[src/rtl/booth_mult_scheduler.sv]
// Two-requester front end for a radix-2 Booth multiplier: round-robin grant in IDLE,
// then N_ITER Booth steps and a one-cycle result pulse.
module booth_mult_scheduler #(
  parameter int N_ITER = 4
) (
  input  logic                       clk,
  input  logic                       rst_n,
  input  logic                       req0_valid,
  input  logic signed [N_ITER-1:0]   req0_a,
  input  logic signed [N_ITER-1:0]   req0_b,
  output logic                       req0_ready,
  input  logic                       req1_valid,
  input  logic signed [N_ITER-1:0]   req1_a,
  input  logic signed [N_ITER-1:0]   req1_b,
  output logic                       req1_ready,
  output logic signed [2*N_ITER-1:0] prod,
  output logic                       prod_valid,
  output logic                       prod_id,
  output logic                       busy
);

  localparam int CW = (N_ITER > 1) ? $clog2(N_ITER) : 1;

  typedef enum logic [1:0] {
    IDLE = 2'd0,
    ITER = 2'd1,
    DONE = 2'd2
  } state_t;

  state_t                state_reg, state_next;
  logic [N_ITER-1:0]     a_reg, a_next;
  logic [N_ITER-1:0]     b_reg, b_next;
  logic [N_ITER:0]       hi_reg, hi_next;
  logic [N_ITER-1:0]     lo_reg, lo_next;
  logic                  e_reg, e_next;
  logic [CW-1:0]         cnt_reg, cnt_next;
  logic                  id_reg, id_next;
  logic                  pri_reg, pri_next;
  logic [2*N_ITER-1:0]   prod_reg, prod_next;
  logic                  prod_id_reg, prod_id_next;

  logic [1:0]            valid_vec;
  logic [1:0]            ready_vec;
  logic [N_ITER-1:0]     a_vec [2];
  logic [N_ITER-1:0]     b_vec [2];
  logic                  winner;
  logic                  accept;

  logic                  booth_bit;
  logic [N_ITER:0]       b_ext;
  logic [N_ITER:0]       sum;
  logic [N_ITER:0]       hi_shift;
  logic [N_ITER-1:0]     lo_shift;

  assign valid_vec = {req1_valid, req0_valid};
  assign a_vec[0]  = req0_a;
  assign a_vec[1]  = req1_a;
  assign b_vec[0]  = req0_b;
  assign b_vec[1]  = req1_b;

  // pri_reg names the requester that wins a tie; it flips to the loser on every grant.
  assign winner = valid_vec[1] & (~valid_vec[0] | pri_reg);

  genvar gi;
  generate
    for (gi = 0; gi < 2; gi++) begin : g_ready
      assign ready_vec[gi] = rst_n && (state_reg == IDLE) && valid_vec[gi] && (winner == 1'(gi));
    end
  endgenerate

  assign accept     = |ready_vec;
  assign req0_ready = ready_vec[0];
  assign req1_ready = ready_vec[1];

  // One Booth step on the sign-extended upper partial sum, then arithmetic shift of {hi,lo}.
  always_comb begin
    booth_bit = a_reg[cnt_reg];
    b_ext     = {b_reg[N_ITER-1], b_reg};
    sum       = hi_reg;
    case ({booth_bit, e_reg})
      2'b10:   sum = hi_reg - b_ext;
      2'b01:   sum = hi_reg + b_ext;
      default: sum = hi_reg;
    endcase
    hi_shift = {sum[N_ITER], sum[N_ITER:1]};
    lo_shift = {sum[0], lo_reg[N_ITER-1:1]};
  end

  always_comb begin
    state_next   = state_reg;
    a_next       = a_reg;
    b_next       = b_reg;
    hi_next      = hi_reg;
    lo_next      = lo_reg;
    e_next       = e_reg;
    cnt_next     = cnt_reg;
    id_next      = id_reg;
    pri_next     = pri_reg;
    prod_next    = prod_reg;
    prod_id_next = prod_id_reg;
    case (state_reg)
      IDLE: begin
        if (accept) begin
          a_next     = a_vec[winner];
          b_next     = b_vec[winner];
          hi_next    = '0;
          lo_next    = '0;
          e_next     = 1'b0;
          cnt_next   = '0;
          id_next    = winner;
          pri_next   = ~winner;
          state_next = ITER;
        end
      end
      ITER: begin
        hi_next  = hi_shift;
        lo_next  = lo_shift;
        e_next   = booth_bit;
        cnt_next = cnt_reg + 1'b1;
        // Result is registered on the last step so it is already on prod during DONE.
        if (cnt_reg == CW'(N_ITER - 1)) begin
          prod_next    = {hi_shift[N_ITER-1:0], lo_shift};
          prod_id_next = id_reg;
          state_next   = DONE;
        end
      end
      DONE: begin
        state_next = IDLE;
      end
      default: begin
        state_next = IDLE;
      end
    endcase
  end

  always_ff @(posedge clk) begin
    if (!rst_n) begin
      state_reg   <= IDLE;
      a_reg       <= '0;
      b_reg       <= '0;
      hi_reg      <= '0;
      lo_reg      <= '0;
      e_reg       <= 1'b0;
      cnt_reg     <= '0;
      id_reg      <= 1'b0;
      pri_reg     <= 1'b0;
      prod_reg    <= '0;
      prod_id_reg <= 1'b0;
    end else begin
      state_reg   <= state_next;
      a_reg       <= a_next;
      b_reg       <= b_next;
      hi_reg      <= hi_next;
      lo_reg      <= lo_next;
      e_reg       <= e_next;
      cnt_reg     <= cnt_next;
      id_reg      <= id_next;
      pri_reg     <= pri_next;
      prod_reg    <= prod_next;
      prod_id_reg <= prod_id_next;
    end
  end

  assign prod       = prod_reg;
  assign prod_id    = prod_id_reg;
  assign prod_valid = (state_reg == DONE);
  assign busy       = (state_reg != IDLE);

endmodule

[config.mk]
export PLATFORM = sky130hd
export DESIGN_NAME = booth_mult_scheduler
export DESIGN_NICKNAME = d
export VERILOG_FILES = /design/src/rtl/booth_mult_scheduler.sv
export SDC_FILE = /design/constraint.sdc
export NUM_CORES = 1
export LEC_CHECK = 0
export BUFFER_PORTS_ARGS = -buffer_cell sky130_fd_sc_hd__buf_2
export CAP_MARGIN = 5
export CELL_PAD_IN_SITES_DETAIL_PLACEMENT = 1
export CELL_PAD_IN_SITES_GLOBAL_PLACEMENT = 1
export CORE_UTILIZATION = 40
export DETAILED_ROUTE_END_ITERATION = 10
export PLACE_DENSITY_LB_ADDON = 0.1
export SLEW_MARGIN = 10
export SYNTH_ARGS = -nofsm -noshare
export SYNTH_HDL_FRONTEND = slang
export SYNTH_SLANG_ARGS = --single-unit
[constraint.sdc]
create_clock -name clk -period 4.2 [get_ports clk]
set_clock_uncertainty 0.2 [all_clocks]
set_input_delay 0.21 -clock clk [delete_from_list [all_inputs] [get_ports clk]]
set_output_delay 0.21 -clock clk [all_outputs]
set_load 0.01 [all_outputs]
==> impl_metrics.csv <==
group,metric,value,unit
global_routing,grtUsageTotal,19.4,%
layout,drive_above_1_share,22.6,%
floorplan,io_pins,33,
placed_design,io_buffer_count,32,
layout,finalInstanceArea,1840,um2
placed_design,gpl.final_weighted_congestion,0.720,
run_status,outcome,"finished clean",
sta,final_min_period_over_clock_period,81.2,%
logic_synthesis,synthCells,179,
pwr,sequential_power_share,43.5,%
placed_design,placement.cell_area,1730,um2
clocking,worst_skew_pair.late_latency,0.29,ns
setup_path,worstPathMaxFanout,5,
logic_synthesis,syn-cell-area,1560,um2
logic_synthesis,synthAdderAreaFrac,7.68,%
detailed_routing,wl,3700,um
setup_path,timing.critical_path.slowest_stage_cell,"sky130_fd_sc_hd__mux4_2",
logic_synthesis,synth_simple_gate_area_share,17.7,%
sta,max_freq,293,MHz
layout,layout_commonest_cell,"sky130_fd_sc_hd__buf_2",
clocking,cts_num_sinks,31,
setup_path,cells_traversed_along_the_worst_timing_path,"mux4_2, inv_1, ha_1, mux2_2, fa_1, a21o_1, a21oi_2, xnor2_1, or3_1, a311oi_2",
setup_path,critPathMaxStageDelay,0.54,ns
placed_design,hpwl,2710,um
logic_synthesis,share_of_the_synthesized_area_in_compound_gates_ao_oa_aoi_oai,18.2,%
detailed_routing,first_pass_iters,4,
logic_synthesis,total_number_of_yosys_warnings,0,
detailed_routing,ant_nets,0,
pwr,total_switching_power,228,uW
global_routing,grt-ovfl-total,0,
layout,nNetsFinal,236,
logic_synthesis,sequential_element_share_of_the_synthesized_area,39.7,%
detailed_routing,wl_per_cell,14.5,um
hold_path,worst_hold_path_type,"input pin to register",
sta,slew_headroom,30.8,%
sta,setup_violations,0,
floorplan,row_count,22,
floorplan,die_h,64.5,um
job,cap_viol_max_count,0,
pwr,clockPowerShare,35.3,%
clocking,cts-buffers-inserted,5,
setup_path,start_kind,"register",
global_routing,global_route_wire_length_before_repair,5950,um
global_routing,grt_pass1_vias,1377,
setup_path,worstPathArrival,3.42,ns
logic_synthesis,synth_seq_cells,31,
pwr,p_int,528,uW
global_routing,grt_start_max_net_pins,31,
layout,layout.cells.most_common_list,"sky130_fd_sc_hd__buf_2 (32), sky130_fd_sc_hd__dfxtp_1 (31), sky130_fd_sc_hd__nor2_1 (27), sky130_fd_sc_hd__nand2_1 (16), sky130_fd_sc_hd__a21oi_1 (12)",
pwr,power_density,412,nW/um2
logic_synthesis,postSynthNetCount,208,
floorplan,width_of_the_chip,64.5,um
layout,layout-area-overhead-vs-synth,17.4,%
setup_path,worst-endpoint-required,4.21,ns
logic_synthesis,synthesis.area_per_instance,8.74,um2
clocking,ctsLongestPathBuffers,2,
sta,hold-worst-slack,0.0302,ns
detailed_routing,detailroute.via_count,1377,
sta,tightestPinTransition,1.03,ns
sta,rsz0062_at_grt,"false",
floorplan,placeableCoreArea,3720,um2
setup_path,end_kind,"register",
logic_synthesis,ys_types,39,
pwr,combPwrFrac,21.2,%
pwr,total_leakage_power,0.000831,uW
sta,layout_min_cycle_time,3.41,ns
layout,n_antenna_cell,0,
pwr,vdd.ir_drop.worst,0.215,mV
clocking,tritoncts_clock_tree,"done",
clocking,cts_resized,0,
global_routing,initial_antenna_violation_count,0,
sta,hold_viol,0,
detailed_routing,first_iter_violations,40,
detailed_routing,drc,0,
floorplan,initial_cell_density_of_the_core,42.1,%
detailed_routing,detail_route.vias_per_cell,5.38,
sta,totalNegativeSetupSlack,0,ns
logic_synthesis,post_synth_mux_area_share,9.20,%
clocking,post-cts-setup-buffers,0,
pwr,power.switching_fraction,30.1,%
layout,largest_register_ffs,8,
setup_path,crit_type,"register to register",
clocking,cts_clk_pin_slew_worst_paths,0.07,ns
clocking,clock-root-buffer,"sky130_fd_sc_hd__clkbuf_8",
sta,report.final.slew_viol_count,0,
logic_synthesis,dominant_combinational_cell_family_by_area_after_synthesis,"compound AO/OA/AOI/OAI gates",
clocking,hold_buffers,0,
logic_synthesis,synth_xor_area_share,2.80,%
clocking,h_tree_depth_reported_by_cts,2,
floorplan,die_area,4160,um2
-- per-layer routing --
layer	track usage [%]	routed length (um)	part of all wire, %	vias up
met5	0	0	0	-
met4	11.9	108	2.9	0
met3	4.23	156	4.2	11
met2	36.1	1870	50	31
met1	19.5	1570	42	656
li1	-	-	-	679
-- worst paths after layout --
path	startpoint	to	slack, ns	cells after the start
setup reg to reg	cnt_reg[0]$_SDFFE_PN0P_	prod[7]$_SDFFE_PN0P_	0.79	10
hold reg to reg	prod[1]$_SDFFE_PN0P_	prod[1]$_SDFFE_PN0P_	0.26	2
setup / recovery	cnt_reg[0]$_SDFFE_PN0P_	prod[7]$_SDFFE_PN0P_	0.79	10
hold / removal	rst_n	prod[6]$_SDFFE_PN0P_	0.03	3
-- power by group through the flow --
stage	Clock, uW	Sequential, uW	Combinational [uW]
4_1_cts	272	329	162
3_3_place_gp	0	334	152
2_1_floorplan	0	330	124
5_1_grt	284	331	179
6_report	267	329	160
3_5_place_dp	0	336	160
-- kinds of logic (layout without fill, tap and decap cells) --
| kind of cell | count (synthesis) | count (layout) |
|---|---|---|
| xor gates and xnor gates | 5 | 5 |
| adders and majority gates | 9 | 9 |
| AOI/OAI and AO/OA | 42 | 42 |
| DFF | 31 | 31 |
| muxes | 13 | 13 |
| and+or+nand+nor | 62 | 62 |
| buffers and inverters | 17 | 46 |
-- stage by stage --
step,power [uW],std cells,setup slack [ns],util [%]
detailed placement,496,248,0.775,46.6
CTS,763,256,0.772,49.4
finish,756,256,0.788,49.4
floorplan,454,179,1.01,-
global route,795,256,0.647,49.4
global placement,486,248,0.915,46.6
-- synthesized netlist by cell type (all sizes together) --
| cell | n | share of area, % |
|---|---|---|
| nand2 | 16 | 3.8 |
| a31oi | 3 | 1.2 |
| or3 | 1 | 0.40 |
| o21bai | 1 | 0.48 |
| mux4 | 1 | 1.4 |
| nor3 | 2 | 0.64 |
| and3 | 1 | 0.40 |
| inv | 6 | 1.4 |
| o211ai | 1 | 0.48 |
| and2 | 2 | 0.80 |
| xnor2 | 3 | 1.7 |
| xor2 | 2 | 1.1 |
| o31ai | 1 | 0.48 |
| mux2i | 11 | 7.0 |
| nor2b | 2 | 0.80 |
| or4 | 1 | 0.48 |
| nor3b | 1 | 0.80 |
| dfxtp | 31 | 40 |
| nor2 | 27 | 6.5 |
| a311oi | 1 | 0.96 |
| o32ai | 1 | 0.56 |
| ha | 8 | 6.4 |
| nand2b | 2 | 0.80 |
| fa | 1 | 1.3 |
| o21a | 3 | 1.4 |
| a2bb2oi | 1 | 0.56 |
| a21oi | 14 | 5.0 |
| o21ai | 4 | 1.3 |
| a21o | 2 | 0.96 |
| a211oi | 10 | 4.8 |
| clkbuf | 5 | 1.3 |
| mux2 | 1 | 0.72 |
| nand3 | 7 | 2.2 |
| buf | 6 | 2.1 |
-- worst max-delay path, delay by kind of cell, from the launching register on --
kind,cells,cell delay (ns)
buffers and inverters,1,0.08
AOI/OAI and AO/OA,3,0.58
and+or+nand+nor,1,0.34
muxes,2,0.93
DFF,1,0.41
xor gates and xnor gates,1,0.11
adders and majority gates,2,0.67
-- area by class of cell --
cell class / count / area, um2
fillers: 460 / 1880
clock buffers: 7 / 96.3
flip-flops and latches: 31 / 621
clock inverters: 1 / 7.51
repair buffers: 32 / 160
inverters: 6 / 22.5
well taps: 48 / 60.1
multi-input cells: 131 / 868
(Power assumes the default switching activity.)
